[src/rtl/div_pkg.sv]
// Shared types and widths for the sequential 2W/W restoring divider.
package div_pkg;

    typedef enum logic [1:0] {
        IDLE = 2'd0,
        CALC = 2'd1,
        DONE = 2'd2
    } state_t;

    localparam int DIV_W = 16;
    localparam int CNT_W = $clog2(DIV_W);

endpackage

[src/rtl/div_step.sv]
// One restoring-division step: shift in the next dividend bit, subtract if it fits.
module div_step #(
    parameter int W = 16
) (
    input  logic [W-1:0] rem,
    input  logic         bit_in,
    input  logic [W-1:0] divisor,
    output logic [W-1:0] rem_out,
    output logic         q_bit
);

    logic [W:0]   r_ext;
    logic [W-1:0] diff_lo;

    assign r_ext   = {rem, bit_in};
    // The true difference always fits in W bits when it is taken, so modular W-bit subtraction suffices.
    assign diff_lo = r_ext[W-1:0] - divisor;
    assign q_bit   = (r_ext >= {1'b0, divisor});
    assign rem_out = q_bit ? diff_lo : r_ext[W-1:0];

endmodule

[src/rtl/seq_divider_32by16.sv]
// Iterative restoring divider, one quotient bit per clock, valid/ready on both sides.
// Optional build macro DIV_FAST_EXIT_EN: exception ops skip the CALC phase.
module seq_divider_32by16
    import div_pkg::*;
#(
    parameter int W = DIV_W
) (
    input  logic           clk,
    input  logic           rst_n,
    input  logic           in_valid,
    output logic           in_ready,
    input  logic [2*W-1:0] dividend,
    input  logic [W-1:0]   divisor,
    output logic           out_valid,
    input  logic           out_ready,
    output logic [W-1:0]   quotient,
    output logic [W-1:0]   remainder,
    output logic           div_by_zero,
    output logic           overflow
);

    localparam int CW = (W > 1) ? $clog2(W) : 1;

    state_t          state_reg;
    logic [CW-1:0]   cnt_reg;
    logic [W-1:0]    rem_reg;
    logic [W-1:0]    lo_reg;
    logic [W-1:0]    dvs_reg;
    logic [W-1:0]    quot_reg;
    logic            exc_reg;
    logic            dz_reg;
    logic            ov_reg;

    logic [W-1:0]    step_rem;
    logic            step_q;
    logic [W-1:0]    in_hi;
    logic            in_dz;
    logic            in_ov;

    assign in_hi = dividend[2*W-1:W];
    assign in_dz = (divisor == '0);
    assign in_ov = !in_dz && (in_hi >= divisor);

    div_step #(.W(W)) u_step (
        .rem     (rem_reg),
        .bit_in  (lo_reg[W-1]),
        .divisor (dvs_reg),
        .rem_out (step_rem),
        .q_bit   (step_q)
    );

    assign in_ready    = (state_reg == IDLE);
    assign out_valid   = (state_reg == DONE);
    assign quotient    = quot_reg;
    assign remainder   = rem_reg;
    assign div_by_zero = dz_reg;
    assign overflow    = ov_reg;

    always_ff @(posedge clk or negedge rst_n) begin
        if (!rst_n) begin
            state_reg <= IDLE;
            cnt_reg   <= '0;
            rem_reg   <= '0;
            lo_reg    <= '0;
            dvs_reg   <= '0;
            quot_reg  <= '0;
            exc_reg   <= 1'b0;
            dz_reg    <= 1'b0;
            ov_reg    <= 1'b0;
        end else begin
            case (state_reg)
                IDLE: begin
                    if (in_valid) begin
                        dvs_reg  <= divisor;
                        rem_reg  <= in_hi;
                        lo_reg   <= dividend[W-1:0];
                        cnt_reg  <= CW'(W - 1);
                        dz_reg   <= in_dz;
                        ov_reg   <= in_ov;
                        exc_reg  <= in_dz || in_ov;
                        quot_reg <= (in_dz || in_ov) ? '1 : '0;
`ifdef DIV_FAST_EXIT_EN
                        state_reg <= (in_dz || in_ov) ? DONE : CALC;
`else
                        state_reg <= CALC;
`endif
                    end
                end
                CALC: begin
                    // Exception results were forced at accept; the step only runs for legal ops.
                    if (!exc_reg) begin
                        rem_reg  <= step_rem;
                        quot_reg <= {quot_reg[W-2:0], step_q};
                    end
                    lo_reg  <= {lo_reg[W-2:0], 1'b0};
                    cnt_reg <= cnt_reg - 1'b1;
                    if (cnt_reg == '0) begin
                        state_reg <= DONE;
                    end
                end
                DONE: begin
                    if (out_ready) begin
                        state_reg <= IDLE;
                    end
                end
                default: state_reg <= IDLE;
            endcase
        end
    end

endmodule

[config.mk]
export PLATFORM = sky130hd
export DESIGN_NAME = seq_divider_32by16
export DESIGN_NICKNAME = d
export VERILOG_FILES = /design/src/rtl/div_pkg.sv /design/src/rtl/div_step.sv /design/src/rtl/seq_divider_32by16.sv
export SDC_FILE = /design/constraint.sdc
export NUM_CORES = 1
export LEC_CHECK = 0
export CAP_MARGIN = 10
export CORE_UTILIZATION = 45
export CTS_BUF_LIST = sky130_fd_sc_hd__clkbuf_2 sky130_fd_sc_hd__clkbuf_4 sky130_fd_sc_hd__clkbuf_8
export CTS_CLUSTER_SIZE = 40
export DETAILED_ROUTE_END_ITERATION = 10
export HOLD_SLACK_MARGIN = 0.02
export PLACE_DENSITY = 0.71
export RECOVER_POWER = 100
export SYNTH_ARGS = -nofsm -noshare
export SYNTH_HDL_FRONTEND = slang
export SYNTH_SLANG_ARGS = --single-unit
[constraint.sdc]
create_clock -name clk -period 4.6 [get_ports clk]
set_input_delay 0.92 -clock clk [delete_from_list [all_inputs] [get_ports clk]]
set_output_delay 0.92 -clock clk [all_outputs]
set_load 0.03 [all_outputs]
**After elaboration in Yosys (flattened, before gate mapping)**

Cells that the tools add are included.

- Add/sub/neg operators: 2
- Multiply operators: 0
- Div/mod/pow operators: 0
- $lt $le $gt $ge: 2
- Equality and inequality tests: 6
- Shift operators: 0
- Multiplexer cells: 16
- Bitwise gates (word level): 0
- Reductions and logical operators: 11

Operators with widths:

| cell | number |
|---|---|
| 16-bit 2-to-1 mux | 7 |
| 16-bit one-hot mux with 2 select lines | 3 |
| 17-bit by 16-bit greater-or-equal comparator with 1-bit output | 1 |
| 16-bit greater-or-equal comparator | 1 |
| 16-bit zero test | 1 |
| 16-bit subtractor | 1 |
| 4-bit one-hot mux with 2 select lines | 1 |
| 2-bit 2-to-1 mux | 3 |
| 2-bit != test, second input constant | 3 |
| 2-bit one-hot mux with 3 select lines | 1 |
| 3-bit AND reduction | 2 |
| 4-bit zero test | 1 |
| 4-bit 2-to-1 mux | 1 |
| 2-bit AND reduction | 2 |
| 4-bit by 1-bit subtractor with 4-bit output, second input constant | 1 |
| 2-bit by 1-bit equality test with 1-bit output, second input constant | 1 |
| 2-bit equality test, second input constant | 1 |
| 2-bit zero test | 1 |
| 2-bit by 1-bit != test with 1-bit output, second input constant | 1 |
| 2-bit nonzero test | 1 |
| 1-bit logical AND | 1 |
| 1-bit zero test | 1 |
| 1-bit logical OR | 1 |

- Register bits after elaboration: 73
- Bits in latches: 0
- Bits in writable memories: 0
- Bits in read-only memories: 0
- Input port bits: 52
- Output and inout port bits: 36
- Logic and storage cells: 46
- Memories kept: 0

**Logic depth before layout (Yosys ltp)**

- Depth after elaboration: 7
- Mapped depth: 11
- Depth with buffers taken out: 11

**Hierarchy**

A second synthesis with hierarchy kept.

- Cells, all modules: 530
- Area, all modules: 4765.8 µm²

Modules (own cells, without submodules):

| module | times used | cells each | area each (µm²) | sequential area each (µm²) |
|---|---|---|---|---|
| seq_divider_32by16 | 1 | 372 | 3607.2 | 1826.8 |
| div_step | 1 | 158 | 1158.6 | 0.0 |

**Worst setup path before layout**

OpenSTA, ideal clock, no wires.

- Path kind: input to register
- Start: input port dividend[16]
- End: register quot_reg[10], in the netlist quotient[10]
- Setup time: 125 ps
- Arrival time: 2593 ps
- Data required time: 4475 ps
- Slack: 1882 ps
- Stages: 11
- Buffers on the path: 2
- Cell sequence: inv_1 -> ha_1 -> nand2b_1 -> a211oi_1 -> o31a_1 -> o31ai_1 -> a211oi_1 -> and3_1 -> buf_2 -> buf_2 -> nor3_1

- Longest elaborated chain between the ends: 6

RTL lines:

| what | line | text |
|---|---|---|
| start: declaration | seq_divider_32by16.sv:12 | `input logic [2*W-1:0] dividend,` |
| 16-bit greater-or-equal comparator | seq_divider_32by16.sv:42 | `assign in_ov = !in_dz && (in_hi >= divisor);` |
| 1-bit logical AND | seq_divider_32by16.sv:42 |  |
| 1-bit logical OR | seq_divider_32by16.sv:81 | `quot_reg <= (in_dz \|\| in_ov) ? '1 : '0;` |
| 16-bit 2-to-1 mux | seq_divider_32by16.sv:81 |  |
| 16-bit 2-to-1 mux | seq_divider_32by16.sv:73 | `if (in_valid) begin` |
| 16-bit one-hot mux with 2 select lines | seq_divider_32by16.sv:71 | `case (state_reg)` |
| end signal: assignment | seq_divider_32by16.sv:81 |  |
| end signal: assignment | seq_divider_32by16.sv:93 | `quot_reg <= {quot_reg[W-2:0], step_q};` |
| end: declaration | seq_divider_32by16.sv:29 | `logic [W-1:0] quot_reg;` |

Every way passes these cells. The select of a mux whose other input is x is not followed.
A chain may end at the register's enable or synchronous reset.

**Worst setup path in the final report**

- Start: input port in_valid
- End: register rem_reg[3], in the netlist remainder[3]

- Longest elaborated chain between the ends: 2

RTL lines:

| what | line | text |
|---|---|---|
| start: declaration | seq_divider_32by16.sv:10 | `input logic in_valid,` |
| 2-bit != test (no source line) | -- |  |
| 3-bit AND reduction (no source line) | -- |  |
| end signal: assignment | seq_divider_32by16.sv:75 | `rem_reg <= in_hi;` |
| end signal: assignment | seq_divider_32by16.sv:92 | `rem_reg <= step_rem;` |
| end: declaration | seq_divider_32by16.sv:26 | `logic [W-1:0] rem_reg;` |

Every way passes these cells.

==> out/results.md <==
| Quantity | Value | Unit |
|:---|:---|:---|
| Combinational family with the most area after synthesis | simple AND/OR/NAND/NOR gates | - |
| Non-Filler Instances | 739 | - |
| Shortest clock period the worst path allows after layout | 3590 | ps |
| Fraction of the cycle the final worst path needs | 78.0 | % |
| RSZ-0062 raised after global routing | false | - |
| Synthesized netlist net count | 607 | - |
| Total gr overflow | 0 | - |
| Buffer depth of the longest clock path | 2 | - |
| TritonCTS clock tree | built | - |
| Post-DP HPWL | 8720 | um |
| Per-instance average area after synthesis | 8.62 | um^2 |
| Cell Area, Synth | 0.00449 | mm^2 |
| Final setup violation count | 0 | - |
| Delay of the slowest critical-path stage | 980 | ps |
| Horizontal die dimension | 102 | um |
| Worst Skew | 11.3 | ps |
| Root Buffer Master | clkbuf_8 | - |
| Synth Register Bits | 73 | - |
| Diode count | 0 | - |
| First drt pass iteration count | 4 | - |
| Power consumption | 4.82 | mW |
| Share of the synthesized area in the top cell type | 40.7 | % |
| Leak Pwr | 2.54 | nW |
| Post-DRT Antenna Nets | 0 | - |
| Share of flip-flops with an asynchronous set or reset after synthesis | 100 | % |
| Post-route DRC violation count | 0 | - |
| Buffers inserted by post-CTS timing repair | 0 | - |
| Cell count after synthesis | 521 | - |
| Classification of the worst setup path | input pin to flip-flop | - |
| WL/cell | 16.2 | um |
| Resized Gates After CTS | 0 | - |
| H-tree Lvls | 3 | - |
| Worst hold path class | flip-flop to flip-flop | - |
| First-pass GRT wire length | 19500 | um |
| Placer Congestion | 0.955 | - |
| Number of failing hold endpoints at the final stage | 0 | - |
| Max_cap viols | 1 | - |
| Top cells by area in the synthesized netlist | dfrtp_1 (41%), ha_1 (9.2%), nand2_1 (5.9%), nor2_1 (4.1%), nor3_1 (3.9%) | - |
| Share of the synthesized netlist area taken by xor and xnor gates | 1.95 | % |
| Net total in the final layout | 687 | - |
| Vertical die dimension | 102 | um |
| Worst EP arrival | 3880 | ps |
| Starting DRT DRC Count | 210 | - |
| Final Max Tran Viols | 37 | - |
| Number of antenna violations at the first check in global routing | 0 | - |
| Area grow syn2layout | 25.8 | % |
| P per Cell Area | 852 | mW/mm^2 |
| Top-level port count | 88 | - |
| Die Outline Area | 0.0104 | mm^2 |
| Post-Route WL | 12000 | um |
| Leading area contributor after synthesis | dfrtp_1 | - |
| Critical path capture point type | flip-flop | - |
| Hold buffer count at CTS | 0 | - |
| Via total after detailed routing | 4137 | - |
| Number of buffers added by the clock tree synthesis step | 9 | - |
| Most used standard cells in the synthesized netlist | dfrtp_1 (73), nand2_1 (71), nor2_1 (49), inv_1 (36), nor3_1 (35) | - |
| Largest voltage drop on the vdd net | 0.304 | mV |
| Highest attainable clock frequency | 279 | MHz |
| Cell chain of the critical path | dlygate4sd3_1 -> nor2_1 -> a211oi_1 -> clkbuf_1 -> and3_2 -> a21oi_1 -> nand3_1 | - |
| Master of the slowest instance on the critical path | clkbuf_1 | - |
| Most frequent cell after synthesis | dfrtp_1 | - |
| Std-Cell Core Area | 0.00973 | mm^2 |
| Number of warning messages in the yosys log | 0 | - |
| Number of enable-type register cells in the synthesized netlist | 0 | - |
| Overall track demand over capacity in global routing | 24.5 | % |
| Initial Util | 46.2 | % |
| Number of input and output port buffers inserted | 87 | - |
| Share of synthesized cell area in full adder, half adder and majority cells | 9.64 | % |
| CP Buf/Inv Count | 2 | - |
| Critical Path RT | 4890 | ps |
| Fillers | 902 | - |
| Maximum number of pins on one net before global-route repair | 58 | - |
| Fraction of final layout cells with drive strength greater than 1 | 5.78 | % |
| Via count of the first global-routing pass | 3868 | - |
| Max transition margin | -14.0 | % |
| Compound-cell area share of the yosys netlist | 18.4 | % |
| Placed cell count | 723 | - |
| Worst path top cell family by delay | buffers and inverters | - |
| Top flip-flop cell by instance count after synthesis | dfrtp_1 | - |
| Site row count | 36 | - |
| Register clock-pin slew on the reported worst setup and hold paths | 80 | ps |
| Post-synthesis mux area share | 2.23 | % |
| Routed via count divided by cell count | 5.60 | - |
| Worst-Margin Slew | 1710 | ps |
| Clock insertion delay at the later pin of the skew report | 360 | ps |
| Share of the core filled with cells in the final layout | 58.1 | % |
| Proportion of synthesized chip area in sequential cells | 40.7 | % |
| Distinct cell type count after synthesis | 62 | - |
| Outcome | finished with violations | - |
| Highest fanout seen on the critical path | 27 | - |
| CTS sink cnt | 73 | - |
| Post-synthesis share of cell area spent on and, or, nand and nor gates | 21.4 | % |
| Violations in the final reports | capacitance limit, slew limit | - |
| Setup Total Neg Slack | 0 | ps |
| Launching element type of the critical path | input pin | - |
[placed cells by master (no fill, tap or decap), types with 5 or more instances in the layout]
cell / instances
nor2_1: 49
xnor2_1: 5
ha_1: 33
a22oi_1: 15
a21oi_1: 29
a211oi_1: 7
nor4_1: 5
clkdlybuf4s50_1: 48
nand4_1: 5
inv_1: 36
a31oi_1: 5
clkbuf_8: 9
nand3_1: 12
dlygate4sd3_1: 38
o21ai_0: 34
nor3_1: 35
xor2_1: 5
mux2i_1: 10
nand2_1: 72
o22ai_1: 6
dfrtp_1: 73
[routing by layer]
metal	GRT usage, %	share of wire (%)
met2	41.4	50
met5	0	0
met1	32.5	44
met4	7.58	1.4
met3	4.04	4.6
[worst min-delay path, cell delays in order (launching register included)]
cell     delay, ps
dfrtp_1        350
nand2_1         50
nand2_1         60
[final timing paths]
path | from | end | slack [ps] | cells past startpoint
max | in_valid | remainder[3] | 1010 | 7
min | lo_reg[11] | lo_reg[11] | 490 | 2
max reg2reg | state_reg[0] | remainder[3] | 1660 | 6
min reg2reg | lo_reg[11] | lo_reg[11] | 490 | 2
max in group asynchronous | rst_n | remainder[15] | 2000 | 2
min in group asynchronous | rst_n | state_reg[1] | 670 | 1
[cells by family after synthesis]
family | Yosys count
flops | 73
compound gates | 127
simple gates | 207
fa+ha+maj | 34
buf+inv | 60
xor+xnor | 10
mux | 10
[where the power goes]
group	switching (mW)	internal, mW
Sequential	0.228	0.949
Clock	0.262	0.313
Combinational	1.87	1.19
Total	2.36	2.46
[final cells by class]
type / count / area, um^2 / area share [%]
multi-input cells: 388 / 2400 / 42.5
flip-flops and latches: 73 / 1830 / 32.3
repair buffers: 93 / 900 / 15.9
well taps: 133 / 166 / 2.94
inverters: 36 / 135 / 2.39
clock buffers: 10 / 131 / 2.32
clock inverters: 6 / 92.6 / 1.64
[per-stage QoR]
| stage | hold WS, ps | setup slack (ps) | instance area [um^2] |
|---|---|---|---|
| 2_1_floorplan | 446 | 1880 | 4490 |
| 3_3_place_gp | 459 | 1000 | 5450 |
| 3_5_place_dp | 466 | 949 | 5450 |
| 4_1_cts | 480 | 1330 | 5680 |
| 5_1_grt | 505 | 833 | 5650 |
| 6_report | 485 | 1010 | 5650 |
Note: power is estimated with default switching activity, not from simulation.
